===== src/rtl/idct_block.sv =====
// rtl/idct_block.sv - 8x8 three-channel inverse DCT, one multiply-accumulate term per cycle
//
// Collects a block of 64 coefficient triples, then computes every pixel of
// the block as a 64-term sum. Each pixel is presented on the output stream
// and held until it is accepted.
//
// Ports:
//   clk, reset                          rising-edge clock, synchronous active-high reset
//   in_valid, in_ready                  input handshake; a triple moves when both are high
//   Y_in, Cr_in, Cb_in                  signed 14-bit coefficients, block order n = 8*v+u
//   out_valid, out_ready                output handshake; a pixel moves when both are high
//   Y_out, Cr_out, Cb_out               unsigned 8-bit pixels
//   out_index                           pixel position 8*y+x
//   out_last                            high with pixel 63

module idct_block (
  input  logic              clk,
  input  logic              reset,
  input  logic              in_valid,
  output logic              in_ready,
  input  logic signed [13:0] Y_in,
  input  logic signed [13:0] Cr_in,
  input  logic signed [13:0] Cb_in,
  output logic              out_valid,
  input  logic              out_ready,
  output logic [7:0]        Y_out,
  output logic [7:0]        Cr_out,
  output logic [7:0]        Cb_out,
  output logic [5:0]        out_index,
  output logic              out_last
);

  typedef enum logic [1:0] {
    LOAD    = 2'd0,
    COMPUTE = 2'd1,
    OUTPUT  = 2'd2
  } state_t;

  state_t state;
  state_t state_next;

  // n: coefficient being loaded, p: pixel being computed, k: term within pixel
  logic [5:0] n_cnt;
  logic [5:0] p_cnt;
  logic [5:0] k_cnt;

  // Coefficient storage; contents are don't-care until a block is loaded
  logic signed [13:0] y_mem  [64];
  logic signed [13:0] cr_mem [64];
  logic signed [13:0] cb_mem [64];

  // Worst case |sum| is about 2^33, so 40 bits cannot overflow
  logic signed [39:0] acc_y;
  logic signed [39:0] acc_cr;
  logic signed [39:0] acc_cb;
  logic signed [39:0] sum_y;
  logic signed [39:0] sum_cr;
  logic signed [39:0] sum_cb;

  logic [2:0]        freq_u;
  logic [2:0]        freq_v;
  logic [2:0]        pix_x;
  logic [2:0]        pix_y;
  logic [4:0]        ang_x;
  logic [4:0]        ang_y;
  logic signed [5:0] cos_x;
  logic signed [5:0] cos_y;
  logic [7:0]        weight;
  logic              load_fire;
  logic              last_term;

  // Q4 cosine over a 32-step period; the table stores 0..16 and the upper
  // half mirrors it, so 32-a (mod 32) folds back into range.
  function automatic logic signed [5:0] cos_q4(input logic [4:0] ang);
    logic [4:0] fold;
    fold = (ang > 5'd16) ? (5'd0 - ang) : ang;
    case (fold)
      5'd0:    cos_q4 = 6'sd16;
      5'd1:    cos_q4 = 6'sd15;
      5'd2:    cos_q4 = 6'sd14;
      5'd3:    cos_q4 = 6'sd13;
      5'd4:    cos_q4 = 6'sd11;
      5'd5:    cos_q4 = 6'sd8;
      5'd6:    cos_q4 = 6'sd6;
      5'd7:    cos_q4 = 6'sd3;
      5'd8:    cos_q4 = 6'sd0;
      5'd9:    cos_q4 = -6'sd3;
      5'd10:   cos_q4 = -6'sd6;
      5'd11:   cos_q4 = -6'sd8;
      5'd12:   cos_q4 = -6'sd11;
      5'd13:   cos_q4 = -6'sd13;
      5'd14:   cos_q4 = -6'sd14;
      5'd15:   cos_q4 = -6'sd15;
      5'd16:   cos_q4 = -6'sd16;
      default: cos_q4 = 6'sd0;
    endcase
  endfunction

  // coef * cx * cy * w, each stage sized to its exact signed range
  function automatic logic signed [39:0] idct_term(
    input logic signed [13:0] coef,
    input logic signed [5:0]  cx,
    input logic signed [5:0]  cy,
    input logic [7:0]         w
  );
    logic signed [19:0] p1;
    logic signed [25:0] p2;
    logic signed [33:0] p3;
    p1 = $signed({{6{coef[13]}}, coef}) * $signed({{14{cx[5]}}, cx});
    p2 = $signed({{6{p1[19]}}, p1}) * $signed({{20{cy[5]}}, cy});
    p3 = $signed({{8{p2[25]}}, p2}) * $signed({26'd0, w});
    return $signed({{6{p3[33]}}, p3});
  endfunction

  // Remove the Q4*Q4*Q8 scale with rounding (arithmetic shift floors
  // negatives), then saturate into the 8-bit pixel range.
  function automatic logic [7:0] to_pixel(input logic signed [39:0] acc);
    logic signed [39:0] r;
    r = (acc + 40'sd32768) >>> 16;
    if (r < 40'sd0) begin
      to_pixel = 8'd0;
    end else if (r > 40'sd255) begin
      to_pixel = 8'd255;
    end else begin
      to_pixel = r[7:0];
    end
  endfunction

  // Term datapath
  always_comb begin
    freq_u    = k_cnt[2:0];
    freq_v    = k_cnt[5:3];
    pix_x     = p_cnt[2:0];
    pix_y     = p_cnt[5:3];
    // (2x+1)*u truncated to 5 bits is the mod-32 angle index
    ang_x     = {1'b0, pix_x, 1'b1} * {2'b00, freq_u};
    ang_y     = {1'b0, pix_y, 1'b1} * {2'b00, freq_v};
    cos_x     = cos_q4(ang_x);
    cos_y     = cos_q4(ang_y);
    if (freq_u == 3'd0 && freq_v == 3'd0) begin
      weight = 8'd32;
    end else if (freq_u == 3'd0 || freq_v == 3'd0) begin
      weight = 8'd45;
    end else begin
      weight = 8'd64;
    end
    sum_y     = acc_y  + idct_term(y_mem[k_cnt],  cos_x, cos_y, weight);
    sum_cr    = acc_cr + idct_term(cr_mem[k_cnt], cos_x, cos_y, weight);
    sum_cb    = acc_cb + idct_term(cb_mem[k_cnt], cos_x, cos_y, weight);
    last_term = (k_cnt == 6'd63);
    load_fire = (state == LOAD) && in_valid && !reset;
  end

  // FSM state register
  always_ff @(posedge clk) begin
    if (reset) begin
      state <= LOAD;
    end else begin
      state <= state_next;
    end
  end

  // FSM next state and handshake outputs
  always_comb begin
    state_next = state;
    in_ready   = 1'b0;
    out_valid  = 1'b0;
    case (state)
      LOAD: begin
        in_ready = 1'b1;
        if (in_valid && n_cnt == 6'd63) begin
          state_next = COMPUTE;
        end
      end
      COMPUTE: begin
        if (last_term) begin
          state_next = OUTPUT;
        end
      end
      OUTPUT: begin
        out_valid = 1'b1;
        if (out_ready) begin
          state_next = (p_cnt == 6'd63) ? LOAD : COMPUTE;
        end
      end
      default: begin
        state_next = LOAD;
      end
    endcase
  end

  // Coefficient write port
  always_ff @(posedge clk) begin
    if (load_fire) begin
      y_mem[n_cnt]  <= Y_in;
      cr_mem[n_cnt] <= Cr_in;
      cb_mem[n_cnt] <= Cb_in;
    end
  end

  // Counters, accumulators and registered pixel outputs
  always_ff @(posedge clk) begin
    if (reset) begin
      n_cnt     <= 6'd0;
      p_cnt     <= 6'd0;
      k_cnt     <= 6'd0;
      acc_y     <= 40'sd0;
      acc_cr    <= 40'sd0;
      acc_cb    <= 40'sd0;
      Y_out     <= 8'd0;
      Cr_out    <= 8'd0;
      Cb_out    <= 8'd0;
      out_index <= 6'd0;
      out_last  <= 1'b0;
    end else begin
      case (state)
        LOAD: begin
          if (in_valid) begin
            // n wraps to 0 after the 64th triple, ready for the next block
            n_cnt <= n_cnt + 6'd1;
            if (n_cnt == 6'd63) begin
              p_cnt  <= 6'd0;
              k_cnt  <= 6'd0;
              acc_y  <= 40'sd0;
              acc_cr <= 40'sd0;
              acc_cb <= 40'sd0;
            end
          end
        end
        COMPUTE: begin
          k_cnt <= k_cnt + 6'd1;
          if (last_term) begin
            // The final sum goes straight to the pixel registers, so the
            // accumulators can be cleared on the same edge.
            Y_out     <= to_pixel(sum_y);
            Cr_out    <= to_pixel(sum_cr);
            Cb_out    <= to_pixel(sum_cb);
            out_index <= p_cnt;
            out_last  <= (p_cnt == 6'd63);
            acc_y     <= 40'sd0;
            acc_cr    <= 40'sd0;
            acc_cb    <= 40'sd0;
          end else begin
            acc_y  <= sum_y;
            acc_cr <= sum_cr;
            acc_cb <= sum_cb;
          end
        end
        OUTPUT: begin
          if (out_ready) begin
            k_cnt  <= 6'd0;
            acc_y  <= 40'sd0;
            acc_cr <= 40'sd0;
            acc_cb <= 40'sd0;
            if (p_cnt == 6'd63) begin
              p_cnt <= 6'd0;
              n_cnt <= 6'd0;
            end else begin
              p_cnt <= p_cnt + 6'd1;
            end
          end
        end
        default: begin
        end
      endcase
    end
  end

endmodule

===== config.mk =====
export PLATFORM = sky130hd
export DESIGN_NAME = idct_block
export DESIGN_NICKNAME = d
export VERILOG_FILES = /design/src/rtl/idct_block.sv
export SDC_FILE = /design/constraint.sdc
export NUM_CORES = 2
export LEC_CHECK = 0
export BUFFER_PORTS_ARGS = -buffer_cell sky130_fd_sc_hd__clkbuf_2
export CORE_UTILIZATION = 43
export DETAILED_ROUTE_END_ITERATION = 10
export SLEW_MARGIN = 20
export SYNTH_ARGS = -nofsm -noshare
export SYNTH_HDL_FRONTEND = slang
export SYNTH_SLANG_ARGS = --single-unit

===== constraint.sdc =====
create_clock -name clk -period 26.4 [get_ports clk]
set_input_delay 5.28 -clock clk [delete_from_list [all_inputs] [get_ports clk]]
set_output_delay 5.28 -clock clk [all_outputs]
set_load 0.02 [all_outputs]

==> flow_results.xml <==
<?xml version="1.0" encoding="UTF-8"?>
<metrics>
  <group name="floorplan">
    <metric name="chipWidth" unit="um">595</metric>
    <metric name="floorplan.initialDensity" unit="%">43.3</metric>
    <metric name="fp.dieH" unit="um">595</metric>
    <metric name="die_area" unit="sq mm">0.354</metric>
    <metric name="top_level_ports" unit="">79</metric>
    <metric name="core.rowCount" unit="">217</metric>
    <metric name="placeableCoreArea" unit="sq mm">0.350</metric>
  </group>
  <group name="layout">
    <metric name="finalNonFillerCells" unit="">14833</metric>
    <metric name="finish.utilization" unit="%">48.0</metric>
    <metric name="drive_above_1_share" unit="%">17.4</metric>
    <metric name="final_design_area_no_fill" unit="sq mm">0.168</metric>
    <metric name="syn_to_final_growth" unit="%">11.0</metric>
    <metric name="nets" unit="">11444</metric>
  </group>
  <group name="setup_path">
    <metric name="critPathMaxFanout" unit="">36</metric>
    <metric name="r2r_cells" unit="">75</metric>
    <metric name="reg2reg_setup_slack" unit="ns">4.58</metric>
    <metric name="required" unit="ns">27.14</metric>
    <metric name="slowest_delay" unit="ns">0.77</metric>
    <metric name="crit_path_start" unit="">k_cnt[0]</metric>
    <metric name="critPathKind" unit="">reg2reg</metric>
    <metric name="crit_path_arrival_time" unit="ns">22.56</metric>
    <metric name="crit_path_top_delay_cell" unit="">sky130_fd_sc_hd__or2_2</metric>
    <metric name="crit_cells" unit="">75</metric>
    <metric name="critPathLaunchType" unit="">register</metric>
    <metric name="worstReg2RegEnd" unit="">Y_out[6]</metric>
    <metric name="cp-endpoint" unit="">Y_out[6]</metric>
    <metric name="cp.buffers_inverters" unit="">9</metric>
    <metric name="endpoint_kind" unit="">register</metric>
    <metric name="crit-reg2reg-launch" unit="">k_cnt[0]</metric>
    <metric name="path_delay_family" unit="">adder cells</metric>
    <metric name="timing.critical_path.mode_cell" unit="">sky130_fd_sc_hd__fa_1</metric>
  </group>
  <group name="synth">
    <metric name="synth_top_area_share" unit="%">53.3</metric>
    <metric name="yosys.area.top_type" unit="">sky130_fd_sc_hd__edfxtp_1</metric>
    <metric name="synth_seq_area_share" unit="%">55.7</metric>
    <metric name="yosysMostFrequentCell" unit="">sky130_fd_sc_hd__edfxtp_1</metric>
    <metric name="synthesis.nets" unit="">11262</metric>
    <metric name="synth-async-reset-ratio" unit="%">0</metric>
    <metric name="netlist_top_cells_count" unit="">sky130_fd_sc_hd__edfxtp_1 (2,688), sky130_fd_sc_hd__mux4_2 (842), sky130_fd_sc_hd__inv_1 (806)</metric>
    <metric name="synth-seq-cells" unit="">2865</metric>
    <metric name="synth_top_flop_cell" unit="">sky130_fd_sc_hd__edfxtp_1</metric>
    <metric name="yosysWarningCount" unit="">0</metric>
    <metric name="synth_area" unit="sq mm">0.151</metric>
    <metric name="ys_top_cells_by_area" unit="">sky130_fd_sc_hd__edfxtp_1 (53%), sky130_fd_sc_hd__mux4_2 (13%), sky130_fd_sc_hd__fa_1 (8.8%)</metric>
    <metric name="mapped_cells" unit="">9804</metric>
    <metric name="synth.lib_cells_used.distinct" unit="">112</metric>
    <metric name="edff_count_synth" unit="">2688</metric>
    <metric name="synthesis.area_per_instance" unit="sq um">15.4</metric>
  </group>
  <group name="sta">
    <metric name="timing.clock.skew" unit="ns">0.0826</metric>
    <metric name="timing.fmax" unit="GHz">0.0458</metric>
    <metric name="grt_setup_unrepaired" unit="">false</metric>
    <metric name="worst_pin_slew" unit="ns">1.16</metric>
    <metric name="hold_ws" unit="ns">0.459</metric>
    <metric name="setup_total_negative_slack" unit="ns">0</metric>
    <metric name="setup_viol" unit="">0</metric>
    <metric name="maxSlewHeadroom" unit="%">22.8</metric>
    <metric name="timing.final.crit_period" unit="ns">21.82</metric>
    <metric name="timing_max_transition_violations_final" unit="">0</metric>
    <metric name="finalHoldViolations" unit="">0</metric>
    <metric name="share_of_the_clock_period_used_by_the_worst_path" unit="%">82.7</metric>
  </group>
  <group name="placement">
    <metric name="placed_cell_area" unit="sq mm">0.158</metric>
    <metric name="placement.io_buffers" unit="">78</metric>
    <metric name="detailed_place_hpwl" unit="um">245000</metric>
    <metric name="place.detailed.instances" unit="">14273</metric>
    <metric name="place_congestion" unit="">0.826</metric>
  </group>
  <group name="cts">
    <metric name="cts_tree" unit="">done</metric>
    <metric name="clock_tree_buffer_depth" unit="">4</metric>
    <metric name="clock-sinks" unit="">2865</metric>
    <metric name="post_cts_resized" unit="">0</metric>
    <metric name="ctsHoldBuffers" unit="">0</metric>
    <metric name="clkSlewWorstSetupHoldPaths" unit="ns">0.06</metric>
    <metric name="clockRootBuffer" unit="">sky130_fd_sc_hd__clkbuf_16</metric>
    <metric name="htree_levels" unit="">5</metric>
    <metric name="cts_made_buffers" unit="">309</metric>
    <metric name="postCtsSetupRepairBufs" unit="">0</metric>
    <metric name="worstSkewPairLatency" unit="ns">0.94</metric>
  </group>
  <group name="power_and_ir_drop">
    <metric name="power_frac_clock" unit="%">44.7</metric>
    <metric name="power.switching" unit="mW">1.98</metric>
    <metric name="leakagePower" unit="nW">60.2</metric>
    <metric name="max-vdd-ir-drop" unit="V">0.0000545</metric>
    <metric name="power.sequential.fraction" unit="%">52.6</metric>
    <metric name="internal_power" unit="mW">7.48</metric>
    <metric name="pwr_density_cell" unit="mW/mm^2">56.3</metric>
    <metric name="power.switching_fraction" unit="%">20.9</metric>
    <metric name="power.combinational.fraction" unit="%">2.7</metric>
  </group>
  <group name="global_route">
    <metric name="grt-ovfl-total" unit="">0</metric>
    <metric name="grt_first_pass_wirelength" unit="um">581000</metric>
    <metric name="via_count_of_the_first_global_routing_pass" unit="">87820</metric>
    <metric name="grt_start_max_net_pins" unit="">116</metric>
    <metric name="grt_antenna_before_repair" unit="">18</metric>
    <metric name="track_usage" unit="%">22.1</metric>
  </group>
  <group name="routing">
    <metric name="route.detailed.wl_per_inst" unit="um">26.5</metric>
    <metric name="vias_per_cell" unit="">5.77</metric>
    <metric name="drt-pass1-iter-count" unit="">6</metric>
    <metric name="num_vias" unit="">85594</metric>
    <metric name="starting_drt_drc_count" unit="">7837</metric>
    <metric name="postRouteAntennaNets" unit="">0</metric>
    <metric name="drc" unit="">0</metric>
    <metric name="detail_route.wirelength" unit="um">393000</metric>
  </group>
  <group name="min_path">
    <metric name="min-delay-start" unit="">acc_y[14]</metric>
    <metric name="min-delay-path-class" unit="">reg2reg</metric>
  </group>
  <group name="run">
    <metric name="drv_cap" unit="">0</metric>
  </group>
  <group name="status">
    <metric name="run_status" unit="">complete, no violations</metric>
  </group>
</metrics>
-- cells in the final DEF (no fill, tap or decap), types with 114 or more instances in the layout --
cell type                   synthesis  final
sky130_fd_sc_hd__edfxtp_1        2688   2688
sky130_fd_sc_hd__nand2_1          292    292
sky130_fd_sc_hd__mux4_2           842    842
sky130_fd_sc_hd__inv_1            806    806
sky130_fd_sc_hd__buf_4              0    195
sky130_fd_sc_hd__dfxtp_1          177    171
sky130_fd_sc_hd__nor2b_1          150    148
sky130_fd_sc_hd__xnor2_1          250    250
sky130_fd_sc_hd__and2_1           230    229
sky130_fd_sc_hd__fa_1             663    663
sky130_fd_sc_hd__o21ai_0          162    147
sky130_fd_sc_hd__ha_1             749    748
sky130_fd_sc_hd__a22oi_1          114    114
sky130_fd_sc_hd__a21oi_1          321    318
sky130_fd_sc_hd__clkbuf_16          0    319
sky130_fd_sc_hd__nor2_1           779    715
-- cell families (layout without fill, tap and decap cells) --
family / count (synthesis) / count (layout) / synth area share, %
other: 0 / 4 / 0
XOR/XNOR: 355 / 355 / 2.08
buffers and inverters: 1209 / 1635 / 3.03
flip-flops: 2865 / 2865 / 55.7
adder cells (fa/ha/maj): 1413 / 1413 / 15.0
multiplexers: 934 / 934 / 13.2
AO/OA/AOI/OAI: 1096 / 1096 / 4.86
AND/OR/NAND/NOR: 1932 / 1932 / 6.22
-- stage by stage --
| stage | worst slack (ns) | power [mW] |
|---|---|---|
| CTS | 4.60 | 9.52 |
| global route | 3.06 | 9.71 |
| global placement | 5.16 | 5.31 |
| detailed placement | 4.64 | 5.32 |
| finish | 4.58 | 9.45 |
| floorplan | 7.37 | 5.20 |
-- registers in the layout, indices dropped and copies added (netlist names), 8 cells and up, named ones only --
register	count
Cb_out	8
Cr_out	8
Y_out	8
acc_cb	40
acc_cr	40
acc_y	40
cb_mem	896
cr_mem	896
y_mem	896
-- worst reg2reg max path, delay by kind of cell (launching register included) --
| kind | cells | cell delay, ns |
|---|---|---|
| adders and majority gates | 19 | 8.48 |
| AOI/OAI and AO/OA | 28 | 6.20 |
| buffers and inverters | 9 | 0.46 |
| DFF | 1 | 0.59 |
| and+or+nand+nor | 13 | 3.32 |
| xor gates and xnor gates | 6 | 2.64 |
-- per-layer routing --
layer / wire, um / global-route usage (%) / up-vias
li1: - / - / 37145
met1: 158000 / 28.8 / 44967
met2: 200000 / 38.7 / 2889
met3: 24700 / 2.86 / 593
met4: 11300 / 6.04 / 0
met5: 0 / 0 / -
-- how the worst min path moves through the flow --
stage / end / cells after the start / slack (ns)
3_5_place_dp: acc_y[14] / 2 / 0.45
5_1_grt: out_index[1] / 2 / 0.50
4_1_cts: acc_y[14] / 2 / 0.46
3_3_place_gp: acc_y[14] / 2 / 0.45
6_report: acc_y[14] / 2 / 0.46
2_1_floorplan: acc_y[14] / 2 / 0.44
-- layout make-up --
class / count / area [sq um]
Antenna cell: 4 / 10.0
Clock buffer: 395 / 8300
Inverter: 807 / 3030
Fill cell: 29437 / 182000
Clock inverter: 160 / 1440
Timing Repair Buffer: 273 / 2050
Sequential cell: 2865 / 84300
Tap cell: 4599 / 5750
Multi-Input combinational cell: 5730 / 63200
-- power by group through the flow --
stage	sequential [mW]	clock [mW]	combinational, mW
finish	4.97	4.23	0.254
global route	4.97	4.46	0.282
CTS	4.97	4.30	0.255
detailed placement	5.07	0	0.253
global placement	5.07	0	0.243
floorplan	5.07	0	0.135
Note: power is estimated with default switching activity, not from simulation.
